<file path="src/rtl/cphy_tx_pkg.sv">
// Shared types, constants and the 16-bit to 7-symbol C-PHY mapping for the TX symbol stream.
// Optional sync-word support is compiled in with CPHY_TX_SYNC_EN.
package cphy_tx_pkg;

  localparam int unsigned CPHY_SYM_W    = 3;
  localparam int unsigned SYMS_PER_WORD = 7;

  typedef logic [CPHY_SYM_W-1:0] cphy_sym_t;
  typedef cphy_sym_t [SYMS_PER_WORD-1:0] cphy_syms_t;

  localparam cphy_sym_t SYM_SYNC_3 = 3'd3;
  localparam cphy_sym_t SYM_SYNC_4 = 3'd4;
  localparam cphy_sym_t SYM_FLIP   = 3'b100;

`ifdef CPHY_TX_SYNC_EN
  localparam cphy_syms_t SYNC_WORD = {SYM_SYNC_3, {5{SYM_SYNC_4}}, SYM_SYNC_3};
`endif

  typedef enum logic [1:0] {
    ST_IDLE = 2'd0,
    ST_SEND = 2'd1
`ifdef CPHY_TX_SYNC_EN
    , ST_SYNC = 2'd2
`endif
  } cphy_tx_state_e;

  // Top nibble selects the flip positions; the remaining low bit pairs fill {R,P} of the
  // non-flip symbols from s0 upward.
  function automatic cphy_syms_t cphy_map16(input logic [15:0] word);
    cphy_syms_t  syms;
    logic [6:0]  flip;
    logic [3:0]  k;
    logic [13:0] rp;
    syms = '0;
    flip = '0;
    rp   = word[13:0];
    k    = word[15:12] - 4'd4;
    if (word[15:14] != 2'b00) begin
      if (k < 4'd7) begin
        flip[k[2:0]] = 1'b1;
        rp           = {2'b00, word[11:0]};
      end else begin
        flip[6]               = 1'b1;
        flip[3'(k - 4'd7)]    = 1'b1;
        rp                    = {4'b0000, word[9:0]};
      end
    end
    for (int unsigned i = 0; i < SYMS_PER_WORD; i++) begin
      if (flip[i]) begin
        syms[i] = SYM_FLIP;
      end else begin
        syms[i] = {1'b0, rp[1:0]};
        rp      = rp >> 2;
      end
    end
    return syms;
  endfunction

endpackage

</file>
<file path="src/rtl/cphy_tx_symbol_stream_if.sv">
// Word-in / symbol-out handshake bundle between the word packer, the mapper and the lane encoders.
interface cphy_tx_symbol_stream_if #(
  parameter int unsigned LANES = 1,
  parameter int unsigned SYM_W = 3
);
  logic [16*LANES-1:0]    TxData;
  logic                   TxValid;
  logic                   TxReady;
  logic [SYM_W*LANES-1:0] TxSymbol;
  logic                   TxSymValid;
  logic                   TxSymReady;
  logic                   TxWordStart;
  logic                   SyncReq;

  modport master (
    output TxData, TxValid, TxSymReady, SyncReq,
    input  TxReady, TxSymbol, TxSymValid, TxWordStart
  );

  modport slave (
    input  TxData, TxValid, TxSymReady, SyncReq,
    output TxReady, TxSymbol, TxSymValid, TxWordStart
  );
endinterface

</file>
<file path="src/rtl/cphy_lane_symreg.sv">
// Per-lane 7-symbol holding register: parallel load of a mapped word, shift toward s6 per beat.
module cphy_lane_symreg
  import cphy_tx_pkg::*;
(
  input  logic       clk,
  input  logic       rst_n,
  input  logic       load,
  input  logic       shift,
  input  cphy_syms_t load_data,
  output cphy_sym_t  sym
);

  cphy_syms_t sreg;

  always_ff @(posedge clk or negedge rst_n) begin
    if (!rst_n) begin
      sreg <= '0;
    end else if (load) begin
      sreg <= load_data;
    end else if (shift) begin
      sreg <= {sreg[SYMS_PER_WORD-2:0], cphy_sym_t'(0)};
    end
  end

  assign sym = sreg[SYMS_PER_WORD-1];

endmodule

</file>
<file path="src/rtl/cphy_tx_symbol_stream.sv">
// Registered C-PHY 16-bit word to 7-symbol streamer, LANES trios in lockstep.
// Define CPHY_TX_SYNC_EN to enable sync-word insertion on SyncReq.
module cphy_tx_symbol_stream
  import cphy_tx_pkg::*;
#(
  parameter int unsigned LANES = 1,
  parameter int unsigned SYM_W = CPHY_SYM_W
) (
  input logic                   clk,
  input logic                   rst_n,
  cphy_tx_symbol_stream_if.slave bus
);

  localparam int unsigned CNT_W = 3;

  cphy_tx_state_e               state, state_n;
  logic [CNT_W-1:0]             cnt, cnt_n;
  logic                         sym_valid, sym_valid_n;
  logic                         word_start, word_start_n;
  logic                         beat_c, last_c, sample_c, sync_take_c, ready_c;
  logic                         load_c, shift_c;
  logic [LANES-1:0][SYM_W-1:0]  lane_sym;
`ifdef CPHY_TX_SYNC_EN
  logic                         load_sync_c;
`else
  logic                         unused_sync_req;
  assign unused_sync_req = bus.SyncReq;
`endif

  always_ff @(posedge clk or negedge rst_n) begin
    if (!rst_n) begin
      state      <= ST_IDLE;
      cnt        <= '0;
      sym_valid  <= 1'b0;
      word_start <= 1'b0;
    end else begin
      state      <= state_n;
      cnt        <= cnt_n;
      sym_valid  <= sym_valid_n;
      word_start <= word_start_n;
    end
  end

  // A new word (or sync word) is taken in IDLE or on the last beat, so words stream without bubbles.
  always_comb begin
    state_n      = state;
    cnt_n        = cnt;
    sym_valid_n  = sym_valid;
    word_start_n = word_start;
    load_c       = 1'b0;
    shift_c      = 1'b0;
    sync_take_c  = 1'b0;
`ifdef CPHY_TX_SYNC_EN
    load_sync_c  = 1'b0;
`endif
    beat_c       = sym_valid && bus.TxSymReady;
    last_c       = beat_c && (cnt == '0);
    sample_c     = (state == ST_IDLE) || last_c;
`ifdef CPHY_TX_SYNC_EN
    sync_take_c  = rst_n && sample_c && bus.SyncReq;
`endif
    ready_c      = rst_n && sample_c && !sync_take_c;

    if (sync_take_c || (ready_c && bus.TxValid)) begin
      load_c       = 1'b1;
      state_n      = ST_SEND;
`ifdef CPHY_TX_SYNC_EN
      load_sync_c  = sync_take_c;
      if (sync_take_c) state_n = ST_SYNC;
`endif
      cnt_n        = CNT_W'(SYMS_PER_WORD - 1);
      sym_valid_n  = 1'b1;
      word_start_n = 1'b1;
    end else if (last_c) begin
      state_n      = ST_IDLE;
      sym_valid_n  = 1'b0;
      word_start_n = 1'b0;
    end else if (beat_c) begin
      cnt_n        = cnt - CNT_W'(1);
      shift_c      = 1'b1;
      word_start_n = 1'b0;
    end
  end

  for (genvar k = 0; k < LANES; k++) begin : g_lane
    cphy_syms_t load_data;
`ifdef CPHY_TX_SYNC_EN
    assign load_data = load_sync_c ? SYNC_WORD : cphy_map16(bus.TxData[16*k +: 16]);
`else
    assign load_data = cphy_map16(bus.TxData[16*k +: 16]);
`endif
    cphy_lane_symreg u_symreg (
      .clk       (clk),
      .rst_n     (rst_n),
      .load      (load_c),
      .shift     (shift_c),
      .load_data (load_data),
      .sym       (lane_sym[k])
    );
  end

  assign bus.TxReady     = ready_c;
  assign bus.TxSymValid  = sym_valid;
  assign bus.TxWordStart = word_start;
  assign bus.TxSymbol    = lane_sym;

endmodule

</file>
<file path="src/flat_wrapper.sv">
// flat-port wrapper written by rule: the top's interface ports become plain ports
module cphy_tx_symbol_stream_flat import cphy_tx_pkg::*;
#(
  parameter int unsigned LANES = 1,
  parameter int unsigned SYM_W = CPHY_SYM_W
)
  (clk, rst_n, bus_TxData, bus_TxValid, bus_TxSymReady, bus_SyncReq, bus_TxReady, bus_TxSymbol, bus_TxSymValid, bus_TxWordStart);
  cphy_tx_symbol_stream_if #(.LANES(LANES), .SYM_W(SYM_W)) bus_i ();
  input logic clk;
  input logic rst_n;
  input wire logic [$bits(bus_i.TxData)-1:0] bus_TxData;
  input wire logic [$bits(bus_i.TxValid)-1:0] bus_TxValid;
  input wire logic [$bits(bus_i.TxSymReady)-1:0] bus_TxSymReady;
  input wire logic [$bits(bus_i.SyncReq)-1:0] bus_SyncReq;
  output wire logic [$bits(bus_i.TxReady)-1:0] bus_TxReady;
  output wire logic [$bits(bus_i.TxSymbol)-1:0] bus_TxSymbol;
  output wire logic [$bits(bus_i.TxSymValid)-1:0] bus_TxSymValid;
  output wire logic [$bits(bus_i.TxWordStart)-1:0] bus_TxWordStart;
  assign bus_i.TxData = bus_TxData;
  assign bus_i.TxValid = bus_TxValid;
  assign bus_i.TxSymReady = bus_TxSymReady;
  assign bus_i.SyncReq = bus_SyncReq;
  assign bus_TxReady = bus_i.TxReady;
  assign bus_TxSymbol = bus_i.TxSymbol;
  assign bus_TxSymValid = bus_i.TxSymValid;
  assign bus_TxWordStart = bus_i.TxWordStart;
  cphy_tx_symbol_stream #(.LANES(LANES), .SYM_W(SYM_W)) u_core (.clk(clk), .rst_n(rst_n), .bus(bus_i));
endmodule
</file>
<file path="config.mk">
export PLATFORM = sky130hd
export DESIGN_NAME = cphy_tx_symbol_stream_flat
export DESIGN_NICKNAME = d
export VERILOG_FILES = /design/src/rtl/cphy_tx_pkg.sv /design/src/rtl/cphy_tx_symbol_stream_if.sv /design/src/rtl/cphy_lane_symreg.sv /design/src/rtl/cphy_tx_symbol_stream.sv /design/src/flat_wrapper.sv
export SDC_FILE = /design/constraint.sdc
export NUM_CORES = 1
export LEC_CHECK = 0
export BUFFER_PORTS_ARGS = -buffer_cell sky130_fd_sc_hd__buf_2
export CAP_MARGIN = 20
export CORE_UTILIZATION = 30
export DETAILED_ROUTE_END_ITERATION = 8
export PLACE_DENSITY_LB_ADDON = 0.3
export SLEW_MARGIN = 15
export SYNTH_ARGS = -nofsm -noshare
export SYNTH_HDL_FRONTEND = slang
export SYNTH_SLANG_ARGS = --single-unit
</file>
<file path="constraint.sdc">
create_clock -name clk -period 2 [get_ports clk]
set_input_delay 0 -clock clk [delete_from_list [all_inputs] [get_ports clk]]
set_output_delay 0 -clock clk [all_outputs]
set_load 0.005 [all_outputs]
</file>
## Word-level counts from Yosys, hierarchy flattened

Index checks and enable logic that the tools add are counted.

- Output and inout port bits: 6
- Flip-flop bits (word level): 28
- Bits of input ports: 21

- Add/subtract/negate cells: 3
- Muxes and demuxes: 37
- Reductions and logical operators: 15
- Equal/unequal tests: 1
- $lt $le $gt $ge: 5

Operators with widths:

| kind | count |
|---|---|
| 21-bit 2-to-1 mux | 2 |
| 3-bit 2-to-1 mux | 10 |
| 12-bit 2-to-1 mux | 2 |
| 14-bit 2-to-1 mux | 1 |
| 7-bit 2-to-1 mux | 2 |
| 1-bit 2-to-1 mux | 11 |
| 10-bit 2-to-1 mux | 1 |
| 3-bit by 4-bit less-than comparator with 1-bit output, second input constant | 2 |
| 8-bit 2-to-1 mux | 1 |
| 2-bit nonzero test | 4 |
| 1-bit demux with 3-bit select | 2 |
| 3-bit by 1-bit greater-or-equal comparator with 1-bit output, second input constant | 2 |
| 1-bit logical AND | 6 |
| 2-bit 2-to-1 mux | 3 |
| 6-bit 2-to-1 mux | 1 |
| 4-bit by 3-bit less-than comparator with 1-bit output, second input constant | 1 |
| 4-bit 2-to-1 mux | 1 |
| 4-bit by 3-bit subtractor with 4-bit output, second input constant | 1 |
| 3-bit zero test | 1 |
| 3-bit nonzero test | 1 |
| 3-bit by 1-bit subtractor with 3-bit output, second input constant | 1 |
| 3-bit subtractor, second input constant | 1 |
| 2-bit zero test | 1 |
| 2-bit inequality test, second input constant | 1 |
| 2 further kinds | 2 |

## Longest topological paths before layout

- Depth after elaboration: 16
- Gate-level depth with buffers: 11

## Cells and area by module

A second synthesis with hierarchy kept.

- Cells, all modules: 228
- Area total of the unflattened synthesis: 1981.9 um^2

By module, submodules not included:

| module | seq. area each (um^2) | cells each | area each (um^2) | times used |
|---|---|---|---|---|
| cphy_tx_symbol_stream | 125.1 | 135 | 1004.7 | 1 |
| cphy_lane_symreg | 525.5 | 93 | 977.2 | 1 |

## Worst setup path after synthesis

No wires, ideal clock.

- Path kind: input -> register
- Start: input port bus_TxData[14]
- End: register u_core.g_lane[0].u_symreg.sreg[16] (netlist bit)
- Buffers on the path: 2
- Required time: 1.899 ns
- Path slack: -0.039 ns
- Stages: 11
- Setup time: 0.101 ns
- Data arrival time: 1.938 ns
- Cells stage by stage: buf_4 > inv_1 > ha_1 > a21boi_2 > buf_4 > nand2_1 > a41oi_2 > o221ai_1 > a222oi_1 > nor2_1 > o32ai_1

- Longest elaborated chain between the ends: 15

Ends and longest elaborated chain:

| item | line | source |
|---|---|---|
| from (decl) | flat_wrapper.sv:11 | `input wire logic [$bits(bus_i.TxData)-1:0] bus_TxData;` |
| 4-bit by 3-bit subtractor with 4-bit output | cphy_tx_pkg.sv:37 | `k = word[15:12] - 4'd4;` |
| 3-bit subtractor | cphy_tx_pkg.sv:44 | `flip[3'(k - 4'd7)] = 1'b1;` |
| 3-bit by 4-bit less-than comparator with 1-bit output (implied by the code) / 3-bit by 1-bit greater-or-equal comparator with 1-bit output (equally long branches) | cphy_tx_pkg.sv:44 |  |
| 1-bit logical AND (implied by the code) | cphy_tx_pkg.sv:44 |  |
| 1-bit 2-to-1 mux (implied by the code) | cphy_tx_pkg.sv:44 |  |
| 1-bit demux with 3-bit select | - |  |
| 7-bit 2-to-1 mux | cphy_tx_pkg.sv:39 | `if (k < 4'd7) begin` |
| 7-bit 2-to-1 mux | cphy_tx_pkg.sv:38 | `if (word[15:14] != 2'b00) begin` |
| 12-bit 2-to-1 mux | cphy_tx_pkg.sv:49 | `if (flip[i]) begin` |
| 10-bit 2-to-1 mux | cphy_tx_pkg.sv:49 |  |
| 8-bit 2-to-1 mux | cphy_tx_pkg.sv:49 |  |
| 6-bit 2-to-1 mux | cphy_tx_pkg.sv:49 |  |
| 4-bit 2-to-1 mux | cphy_tx_pkg.sv:49 |  |
| 3-bit 2-to-1 mux (*) | cphy_tx_pkg.sv:49 |  |
| 21-bit 2-to-1 mux (*) | cphy_lane_symreg.sv:18 | `end else if (load) begin` |
| to (signal assigned) | cphy_lane_symreg.sv:19 | `sreg <= load_data;` |
| to (signal assigned) | cphy_lane_symreg.sv:21 | `sreg <= {sreg[SYMS_PER_WORD-2:0], cphy_sym_t'(0)};` |
| to (decl) | cphy_lane_symreg.sv:13 | `cphy_syms_t sreg;` |

Every way passes the cells marked *; elsewhere a longest branch is shown, timed or not.
A chain may end at the register's enable or synchronous reset.

## Worst setup path in the final report

- Start: input port bus_TxData[14]
- End: register u_core.g_lane[0].u_symreg.sreg (netlist bit u_core.g_lane[0].u_symreg.sym[0])

- Longest elaborated chain between the ends: 16

Ends and longest elaborated chain:

| item | line |
|---|---|
| 4-bit by 3-bit subtractor with 4-bit output | cphy_tx_pkg.sv:37 |
| 3-bit subtractor | cphy_tx_pkg.sv:44 |
| 3-bit by 4-bit less-than comparator with 1-bit output (implied by the code) / 3-bit by 1-bit greater-or-equal comparator with 1-bit output (equally long branches) | cphy_tx_pkg.sv:44 |
| 1-bit logical AND (implied by the code) | cphy_tx_pkg.sv:44 |
| 1-bit 2-to-1 mux (implied by the code) | cphy_tx_pkg.sv:44 |
| 1-bit demux with 3-bit select | - |
| 7-bit 2-to-1 mux | cphy_tx_pkg.sv:39 |
| 7-bit 2-to-1 mux | cphy_tx_pkg.sv:38 |
| 12-bit 2-to-1 mux | cphy_tx_pkg.sv:49 |
| 10-bit 2-to-1 mux | cphy_tx_pkg.sv:49 |
| 8-bit 2-to-1 mux | cphy_tx_pkg.sv:49 |
| 6-bit 2-to-1 mux | cphy_tx_pkg.sv:49 |
| 4-bit 2-to-1 mux | cphy_tx_pkg.sv:49 |
| 2-bit 2-to-1 mux | cphy_tx_pkg.sv:49 |
| 3-bit 2-to-1 mux (*) | cphy_tx_pkg.sv:49 |
| 21-bit 2-to-1 mux (*) | cphy_lane_symreg.sv:18 |

Marked as above.

==> metrics.cfg <==
[clock_tree]
clk_latency_ns = 0.28
clkSinkCount = 26
cts_buffers = 3
htreeDepth = 1
clockBufferDepth = 2
cts_tree = built
root_buffer = clkbuf_8
clkTransAtPathRegs_ns = 0.09

[synth]
synth.area.top_cells = dfrtp_1, mux2i_1, nand2_1
synthCells = 226
netlist_area_mm2 = 0.00192
syn_nets = 252
ys_types = 50
yosysWarnings = 0
async_flop_share_pct = 100
synth-edff-count = 0
synth_seq_area_share_pct = 33.9
ys.flop_type = dfrtp_1
netlist.area_leader.share_pct = 33.9
yosys.area.top_type = dfrtp_1
postSynthAreaPerCell_um2 = 8.48
synth-seq-cells = 26

[worst_hold_path]
hold_depth = 4
min_from = bus_TxSymReady
whs_endpoint = u_core.bus.TxWordStart$_DFFE_PN0P_
hold_path_class = in2reg

[finish]
nNetsFinal = 300
insertedDiodeCount = 0
layout_common_cells = nand2_1, buf_4, dfrtp_1, buf_2, mux2i_1
final_common_cell = nand2_1
area_growth_pct = 24.3
finalNonFillerCells = 348
final_core_util_pct = 39.6
fin_area_mm2 = 0.00238
drive_gt1_share_pct = 25.3

[timing]
period_needed_ns = 1.78
max_freq_mhz = 563
postLayoutSetupSlackWorst_ns = 0.224
rsz0062_at_grt = no
setup_viol = 0
maxSlewViolCount = 0
skew_ns = 0.00104
relSlewSlack_pct = 72.9
tightest_slew_ns = 0.404
finalCritPeriodShare_pct = 88.8
hold_violations = 0

[place]
hpwl_mm = 3.78
io_buffers = 25
place.gp.congestion = 0.812
post-place-ws_ns = -0.0689
postPlaceCellArea_mm2 = 0.00229
dpl.cell_count = 341

[global_route]
track_usage_pct = 16.4
antenna_found_initial = 0
grt_pass1_vias = 1699
grt_pass1_wl_mm = 8.43
grt-ovfl-total = 0
grt_start_max_net_pins = 21

[setup_path]
cp-start-kind = primary input
cp-end-kind = flip-flop
r2r_end = u_core.g_lane[0].u_symreg.sym[1]$_DFFE_PN0P_
worst-path-max-fanout = 4
crit_type = in2reg
critPathArrivalTime_ns = 1.92
r2r_cells = 9
r2r_setup_slack_ns = 0.23
r2r-start = u_core.cnt[0]$_DFFE_PN0P_
cp.required_ns = 2.15

[drt]
wl_mm = 5.00
detail-route-antenna-nets = 0
first_pass_iters = 4
drtIter0Drc = 137
via_count = 1823
vias_per_cell = 5.24
drt_drc_violations_left = 0
wire_per_inst_um = 14.4

[job]
drv_cap = 0

[power]
p_per_area_mw_per_mm2 = 922
p_leak_nw = 1.10
vdd_ir_drop_max_v = 0.000509
finalPower_mw = 2.20

[floorplanning]
start_util_pct = 31.8
dieWidth_um = 81.9
pin_count = 27
core_area_mm2 = 0.00603
rows = 28
die_h_um = 81.9
die_area_mm2 = 0.00671

[status]
outcome = completed

[synthesized netlist by cell type, types with 2 or more instances]
cell / number
nand2_1: 34
nor2_1: 20
dfrtp_1: 26
o221ai_1: 3
a21o_1: 3
nor3_1: 2
nand4_1: 4
and2_1: 2
o211ai_1: 3
inv_1: 10
a21oi_1: 7
a21boi_0: 2
o22ai_1: 10
ha_1: 5
a311oi_1: 2
a211oi_1: 2
xnor2_1: 2
a31oi_1: 5
buf_4: 6
nand2b_1: 3
buf_1: 2
and3_1: 3
mux2i_1: 22
clkbuf_1: 6
nand3_1: 8
o21ai_0: 9
a22oi_1: 2
[layout make-up]
class                           count  area [µm²]
Multi-Input combinational cell    175        1160
Tap cell                           75        93.8
Inverter                           10        37.5
Sequential cell                    26         651
Timing Repair Buffer               58         384
Clock buffer                        4        55.1
Fill cell                         623        3640
[sequential cells by signal, summed over array words and instances, names as in the netlist]
register / count
u_core.g_lane.u_symreg.sym: 3
u_core.cnt: 3
u_core.g_lane.u_symreg.sreg: 18
u_core.bus.TxWordStart: 1
u_core.state: 1
[per-stage QoR]
stage | setup TNS (ns) | hold WS (ns)
floorplan | 0 | -0.296
global placement | -0.0213 | -0.150
detailed placement | -0.133 | -0.149
CTS | 0 | 0.0416
global route | 0 | 0.0683
finish | 0 | 0.0488
[logic make-up (layout without fill, tap and decap cells)]
family                   Yosys count  count (layout)  share of synthesized area, %
buffers and inverters             25              72                          6.27
flip-flops                        26              26                          33.9
AND/OR/NAND/NOR                   79              79                          18.4
multiplexers                      24              24                          12.7
XOR/XNOR                           2               2                         0.914
adder cells (fa/ha/maj)            5               5                          3.26
AO/OA/AOI/OAI                     65              65                          24.5
[power breakdown]
group | leakage, nW | internal [mW] | switching [mW]
combinational | 0.742 | 0.469 | 0.519
clock | 0.0288 | 0.176 | 0.172
sequential | 0.329 | 0.741 | 0.120
[layer usage]
| layer | GRT usage, % | routed length (µm) | vias to the layer above |
|---|---|---|---|
| li1 | - | - | 923 |
| met5 | 0 | 0 | - |
| met3 | 2.78 | 253 | 5 |
| met2 | 24.5 | 2230 | 47 |
| met1 | 24.3 | 2470 | 848 |
| met4 | 3.86 | 50 | 0 |
[critical path, stage by stage]
cell and delay [ns]:
buf_2 0.09, inv_1 0.08, ha_1 0.24, nand2b_1 0.20
a22o_2 0.29, a32o_1 0.28, nor2_1 0.15, o21ai_0 0.12
a211oi_1 0.31, o221ai_1 0.17
[timing repair]
| item | in CTS | in global routing |
|---|---|---|
| setup endpoints to repair | 0 | 3 |
| hold buffers | 3 | 0 |
| resized for setup | 0 | 1 |
| hold endpoints to repair | 28 | 0 |
| setup buffers | 0 | 0 |
[worst max path at each step]
stage / end / startpoint / cells past startpoint / slack, ns
floorplan: u_core.g_lane[0].u_symreg.sreg[16]$_DFFE_PN0P_ / bus_TxData[14] / 10 / 0.02
global placement: u_core.g_lane[0].u_symreg.sreg[16]$_DFFE_PN0P_ / bus_TxData[14] / 10 / -0.01
detailed placement: u_core.g_lane[0].u_symreg.sreg[16]$_DFFE_PN0P_ / bus_TxData[14] / 10 / -0.07
CTS: u_core.g_lane[0].u_symreg.sreg[8]$_DFFE_PN0P_ / u_core.cnt[0]$_DFFE_PN0P_ / 8 / 0.17
global route: u_core.g_lane[0].u_symreg.sym[0]$_DFFE_PN0P_ / u_core.cnt[0]$_DFFE_PN0P_ / 8 / 0.02
finish: u_core.g_lane[0].u_symreg.sym[0]$_DFFE_PN0P_ / bus_TxData[14] / 10 / 0.22
(Power assumes the default switching activity.)
